File: config.mk
export PLATFORM = sky130hd
export DESIGN_NAME = strobe_bundle_gen
export DESIGN_NICKNAME = d
export VERILOG_FILES = /design/src/rtl/strobe_pkg.sv /design/src/rtl/strobe_lane.sv /design/src/rtl/strobe_bundle_gen.sv
export SDC_FILE = /design/constraint.sdc
export NUM_CORES = 1
export LEC_CHECK = 0
export CAP_MARGIN = 10
export CORE_MARGIN = 3
export CORE_UTILIZATION = 55
export CTS_CLUSTER_DIAMETER = 30
export DETAILED_ROUTE_END_ITERATION = 10
export MAX_ROUTING_LAYER = met4
export PLACE_DENSITY = 0.88
export SLEW_MARGIN = 20
export SYNTH_ARGS = -nofsm -noshare
export SYNTH_HDL_FRONTEND = slang
export SYNTH_SLANG_ARGS = --single-unit
File: constraint.sdc
create_clock -name clk -period 7.3 [get_ports clk]
set_input_delay 1.095 -clock clk [delete_from_list [all_inputs] [get_ports clk]]
set_output_delay 1.095 -clock clk [all_outputs]
set_load 0.1 [all_outputs]
File: src/rtl/strobe_pkg.sv
// strobe_pkg
//   Shared definitions for the strobe bundle generator: the controller
//   state encoding, the lane count and the default divide-ratio width.
package strobe_pkg;

    localparam int NUM_LANES     = 4;
    localparam int DIV_W_DEFAULT = 8;

    typedef enum logic [1:0] {
        ST_IDLE  = 2'b00,
        ST_ARM   = 2'b01,
        ST_RUN   = 2'b10,
        ST_DRAIN = 2'b11
    } state_t;

    // Lanes count and strobe only while running or draining.
    function automatic logic is_active(input state_t s);
        return (s == ST_RUN) || (s == ST_DRAIN);
    endfunction

endpackage

File: src/rtl/strobe_lane.sv
// strobe_lane
//   One strobe lane: a latched divide ratio, a free-running counter and
//   the strobe decode. A latched ratio of 0 behaves as a ratio of 1.
// Ports
//   clk      sole clock
//   rst_n    asynchronous active-low reset
//   load     latch div_in and clear the counter (controller in ARM)
//   div_in   divide ratio for this lane
//   run_now  controller currently in RUN or DRAIN
//   run_next controller will be in RUN or DRAIN next cycle
//   strobe   high on the last count of each period while running
module strobe_lane #(
    parameter int DIV_W = strobe_pkg::DIV_W_DEFAULT
) (
    input  logic             clk,
    input  logic             rst_n,
    input  logic             load,
    input  logic [DIV_W-1:0] div_in,
    input  logic             run_now,
    input  logic             run_next,
    output logic             strobe
);

    logic [DIV_W-1:0] ratio_reg;
    logic [DIV_W-1:0] count_reg;
    logic [DIV_W-1:0] count_next;
    logic [DIV_W-1:0] last_count;

    // Ratio 0 and ratio 1 both wrap at count 0.
    assign last_count = (ratio_reg == '0) ? '0 : (ratio_reg - DIV_W'(1));
    assign strobe     = run_now && (count_reg == last_count);

    // The counter is zero whenever the lane is not counting into the next
    // cycle, so it sits at 0 through IDLE and ARM and starts RUN from 0.
    always_comb begin
        count_next = '0;
        if (run_now && run_next) begin
            count_next = strobe ? '0 : (count_reg + DIV_W'(1));
        end
    end

    always_ff @(posedge clk or negedge rst_n) begin
        if (!rst_n) begin
            ratio_reg <= '0;
            count_reg <= '0;
        end else begin
            if (load) begin
                ratio_reg <= div_in;
            end
            count_reg <= count_next;
        end
    end

endmodule

File: src/rtl/strobe_bundle_gen.sv
// strobe_bundle_gen
//   Generates a bundle of divided strobes after a start request, keeps
//   running until a stop request, then drains until the next master
//   (lane 3) strobe before returning to idle with a one-cycle done pulse.
// Ports
//   clk        sole clock
//   rst_n      asynchronous active-low reset
//   i_start    single-cycle start request (honoured in IDLE only)
//   i_stop     single-cycle stop request (honoured in RUN; wins over start in IDLE)
//   i_div      packed lane ratios, lane k = i_div[k*DIV_W +: DIV_W]
//   i_data     serial data captured on lane 0 strobes
//   o_strobes  strobe bundle, bit 3 is the master strobe
//   o_data_q   last captured i_data
//   o_state    controller state encoding
//   o_busy     high outside IDLE
//   o_done     one-cycle pulse in the first IDLE cycle after DRAIN
module strobe_bundle_gen #(
    parameter int DIV_W     = strobe_pkg::DIV_W_DEFAULT,
    parameter int NUM_LANES = strobe_pkg::NUM_LANES
) (
    input  logic                       clk,
    input  logic                       rst_n,
    input  logic                       i_start,
    input  logic                       i_stop,
    input  logic [NUM_LANES*DIV_W-1:0] i_div,
    input  logic                       i_data,
    output logic [NUM_LANES-1:0]       o_strobes,
    output logic                       o_data_q,
    output logic [1:0]                 o_state,
    output logic                       o_busy,
    output logic                       o_done
);
    import strobe_pkg::*;

    state_t               state_reg;
    state_t               state_next;
    logic                 done_reg;
    logic                 done_next;
    logic                 data_q_reg;
    logic [NUM_LANES-1:0] strobes;
    logic                 run_now;
    logic                 run_next;
    logic                 load;

    assign run_now  = is_active(state_reg);
    assign run_next = is_active(state_next);
    assign load     = (state_reg == ST_ARM);

    // Only a master strobe seen while already in DRAIN ends the drain, so a
    // master strobe in the same cycle the stop is sampled does not count.
    always_comb begin
        state_next = state_reg;
        done_next  = 1'b0;
        case (state_reg)
            ST_IDLE: begin
                if (i_start && !i_stop) begin
                    state_next = ST_ARM;
                end
            end
            ST_ARM: begin
                state_next = ST_RUN;
            end
            ST_RUN: begin
                if (i_stop) begin
                    state_next = ST_DRAIN;
                end
            end
            ST_DRAIN: begin
                if (strobes[NUM_LANES-1]) begin
                    state_next = ST_IDLE;
                    done_next  = 1'b1;
                end
            end
            default: begin
                state_next = ST_IDLE;
            end
        endcase
    end

    generate
        for (genvar gi = 0; gi < NUM_LANES; gi++) begin : g_lane
            strobe_lane #(
                .DIV_W (DIV_W)
            ) u_lane (
                .clk      (clk),
                .rst_n    (rst_n),
                .load     (load),
                .div_in   (i_div[gi*DIV_W +: DIV_W]),
                .run_now  (run_now),
                .run_next (run_next),
                .strobe   (strobes[gi])
            );
        end
    endgenerate

    always_ff @(posedge clk or negedge rst_n) begin
        if (!rst_n) begin
            state_reg  <= ST_IDLE;
            done_reg   <= 1'b0;
            data_q_reg <= 1'b0;
        end else begin
            state_reg <= state_next;
            done_reg  <= done_next;
            if (strobes[0]) begin
                data_q_reg <= i_data;
            end
        end
    end

    assign o_strobes = strobes;
    assign o_data_q  = data_q_reg;
    assign o_state   = state_reg;
    assign o_busy    = (state_reg != ST_IDLE);
    assign o_done    = done_reg;

endmodule

==> results.md <==
* Worst min-delay path class: reg -> reg
* DRT Wirelength at approximately 9400 µm
* Vias per cell at approximately 6
* Distinct cell type count after synthesis at 65
* Clk slew on worst S/H paths at ~0.070 ns
* Post-synth EDFFs at 0
* Clock sink count at 68
* Setup Fix Bufs, Post-CTS at 0
* Hold WS at between 0.5 and 0.6 ns
* Final setup fails at 0
* Syn_nets at just under 500
* Crit-path cells: inv_1, ha_1, or4b_2, nor2_1, o22ai_1, nor3_1, o2111ai_1, nor3_2, clkdlybuf4s50_1
* DRC viols at 0
* Worst Skew at 0.0120 ns
* Input/output buffers at 45
* Rows at 31
* Global Route Usage Sum at 23.3%
* Layout Cell Area excl Fill at ~0.0049 mm²
* Register area share after synthesis at around two fifths
* Antenna Cells at 0
* Clock Root Buffer: clkbuf_8
* Fraction of the cycle the final worst path needs at a little over two thirds
* Status: finished clean
* Worst EP required at ~6.2 ns
* Commonest non-fill, non-tap cells in the layout: dfrtp_1, clkdlybuf4s50_1, nor2_1
* Final Hold Violating Endpoints at 0
* Maximum VDD drop at 238 µV
* Fill count at 564
* 1st-iter DRT viols at approximately 140
* Arr. time, crit path at 4.03 ns
* Vias in the first global route at approximately 3,300
* Fraction of registers with async set or reset after synthesis at 100%
* Starting Density at roughly 58%
* Final #Nets at about 530
* Crit-path max FO at 9
* Number of H-tree levels at 3
* Worst-Skew Late Latency at about 0.35 ns
* Post-route ant nets at 0
* Overflow after GRT at 0
* Most used DFF post-synth: dfrtp_1
* Routed via count at 3,469
* Die ar. at around 0.0088 mm²
* Die extent in y at ~94 µm
* Worst reg-to-reg setup slack at ~4.2 ns
* Reg2reg end: g_lane[0].u_lane.count_reg[5]
* DP Area at between 0.004 and 0.005 mm²
* Wirelength per Cell at 16.1 µm
* Maximum clock insertion buffer count at 2
* Initial antenna violation count at 0
* Syn_area_per_cell at 9.46 µm²
* Core Util, Final at between 60% and 70%
* Setup TNS at 0 ns
* Leading cell type in the layout, fill and taps excluded: dfrtp_1
* Crit Reg-Reg Startpoint: g_lane[3].u_lane.ratio_reg[0]
* Synth Register Bits at 68
* First-pass GRT wire length at approximately 16,000 µm
* Power density over the cells at about 430 mW/mm²
* Largest net degree at the start of global routing at 69
* Crit end category: output port
* Drt pass-1 iters at 4
* Mapped Cells at 450
* Slowest cell on crit path: clkdlybuf4s50_1
* Area grow syn2layout at 14.9%
* Min-delay src: o_data_q
* Routability cong. at 0.977
* Reg2reg path depth at 9
* Share of cells above drive strength 1 at about an eighth
* Crit start category: flop
* Hold EP: o_data_q
* Synthesized cell area at 0.00426 mm²
* Fin. max-slew vios at 0
* Crit Path Class: reg -> out
* Ys Warns at 0
* Worst slew pin tran at 1.05 ns
* F_max at 195 MHz
* CP max stage delay at 1.23 ns
* CTS buffer count at 9
* Hold Path Depth at 1
* I/O pin total at 46
* Worst relative slew slack at just over 30%
* Chip width at approximately 94 µm
* Hold buffer count at CTS at 0
* Core Region at ~0.0074 mm²
* RSZ-0062 raised after global routing: false
* CTS tree: built
* Cts repair resizes at 0
* P_leak at roughly 2 nW
* Tmin final at 5.12 ns
* Max-Cap Viols at 0
* DP Wirelength at between 6000 and 7000 µm
[where the power goes]
group | internal (mW) | switching, mW | leakage, nW
combinational | 0.449 | 0.487 | 1.04
sequential | 0.552 | 0.305 | 0.820
clock | 0.155 | 0.144 | 0.0959
total | 1.16 | 0.936 | 1.95
[per-stage QoR]
stage | setup slack, ns | power [mW] | instances
CTS | 2.17 | 2.09 | 583
global route | 1.96 | 2.27 | 583
global placement | 2.66 | 1.74 | 568
finish | 2.18 | 2.09 | 583
detailed placement | 2.57 | 1.78 | 568
floorplan | 3.65 | 1.57 | 450
[logic make-up after synthesis]
logic type	count (synthesis)	share of synthesized area [%]
compound gates	81	14.0
xor+xnor	42	8.64
fa+ha+maj	8	2.35
buf+inv	46	4.76
flops	68	40.0
mux	27	7.02
simple gates	178	23.3
[per-layer routing]
layer | vias to the layer above | share of wire [%] | global-route usage [%]
met1 | 1666 | 44 | 29.1
met3 | 19 | 4.6 | 4.49
met2 | 97 | 49 | 38.1
li1 | 1687 | - | -
met4 | 0 | 2.1 | 8.06
met5 | - | 0 | -
[critical path: cells and delay by family, from the launching register on]
| family | cells | cell delay [ns] |
|---|---|---|
| buf+inv | 2 | 1.32 |
| flops | 1 | 0.42 |
| fa+ha+maj | 1 | 0.28 |
| simple gates | 4 | 1.42 |
| compound gates | 2 | 0.25 |
[how the worst max path moves through the flow]
stage	start	end	slack, ns
2_1_floorplan	g_lane[0].u_lane.ratio_reg[0]	o_strobes[0]	3.65
3_3_place_gp	g_lane[1].u_lane.ratio_reg[0]	o_strobes[1]	2.66
3_5_place_dp	g_lane[1].u_lane.ratio_reg[0]	o_strobes[1]	2.57
4_1_cts	g_lane[1].u_lane.ratio_reg[0]	o_strobes[1]	2.17
5_1_grt	g_lane[1].u_lane.ratio_reg[0]	o_strobes[1]	1.96
6_report	g_lane[1].u_lane.ratio_reg[0]	o_strobes[1]	2.18
[cells in the mapped netlist, drive strengths merged, types with 6 or more instances]
| cell | n | share of area (%) |
|---|---|---|
| nor3b | 6 | 1.1 |
| xor2 | 23 | 4.7 |
| nor4 | 8 | 1.5 |
| nand3 | 22 | 2.6 |
| nand2 | 22 | 1.9 |
| a21oi | 10 | 1.2 |
| dfrtp | 68 | 40 |
| xnor2 | 19 | 3.9 |
| or4 | 6 | 1.1 |
| buf | 11 | 1.7 |
| o211ai | 6 | 1.1 |
| mux2 | 23 | 6.1 |
| nor2 | 43 | 4.3 |
| ha | 8 | 2.4 |
| nor3 | 25 | 3.3 |
| o21ai | 19 | 2.2 |
| clkbuf | 16 | 1.4 |
| o31ai | 7 | 1.6 |
| and3 | 10 | 1.5 |
| inv | 19 | 1.7 |
[cell type report]
| cell class | instances | area (µm²) | share of cell area [%] |
|---|---|---|---|
| clock buffer | 10 | 128 | 2.61 |
| clock inverter | 5 | 53.8 | 1.10 |
| inverter | 19 | 71.3 | 1.46 |
| multi-input combinational | 336 | 2360 | 48.3 |
| sequential | 68 | 1700 | 34.8 |
| tap | 99 | 124 | 2.53 |
| timing repair buffer | 46 | 453 | 9.26 |
No activity file was read; power rests on OpenSTA's default activity.
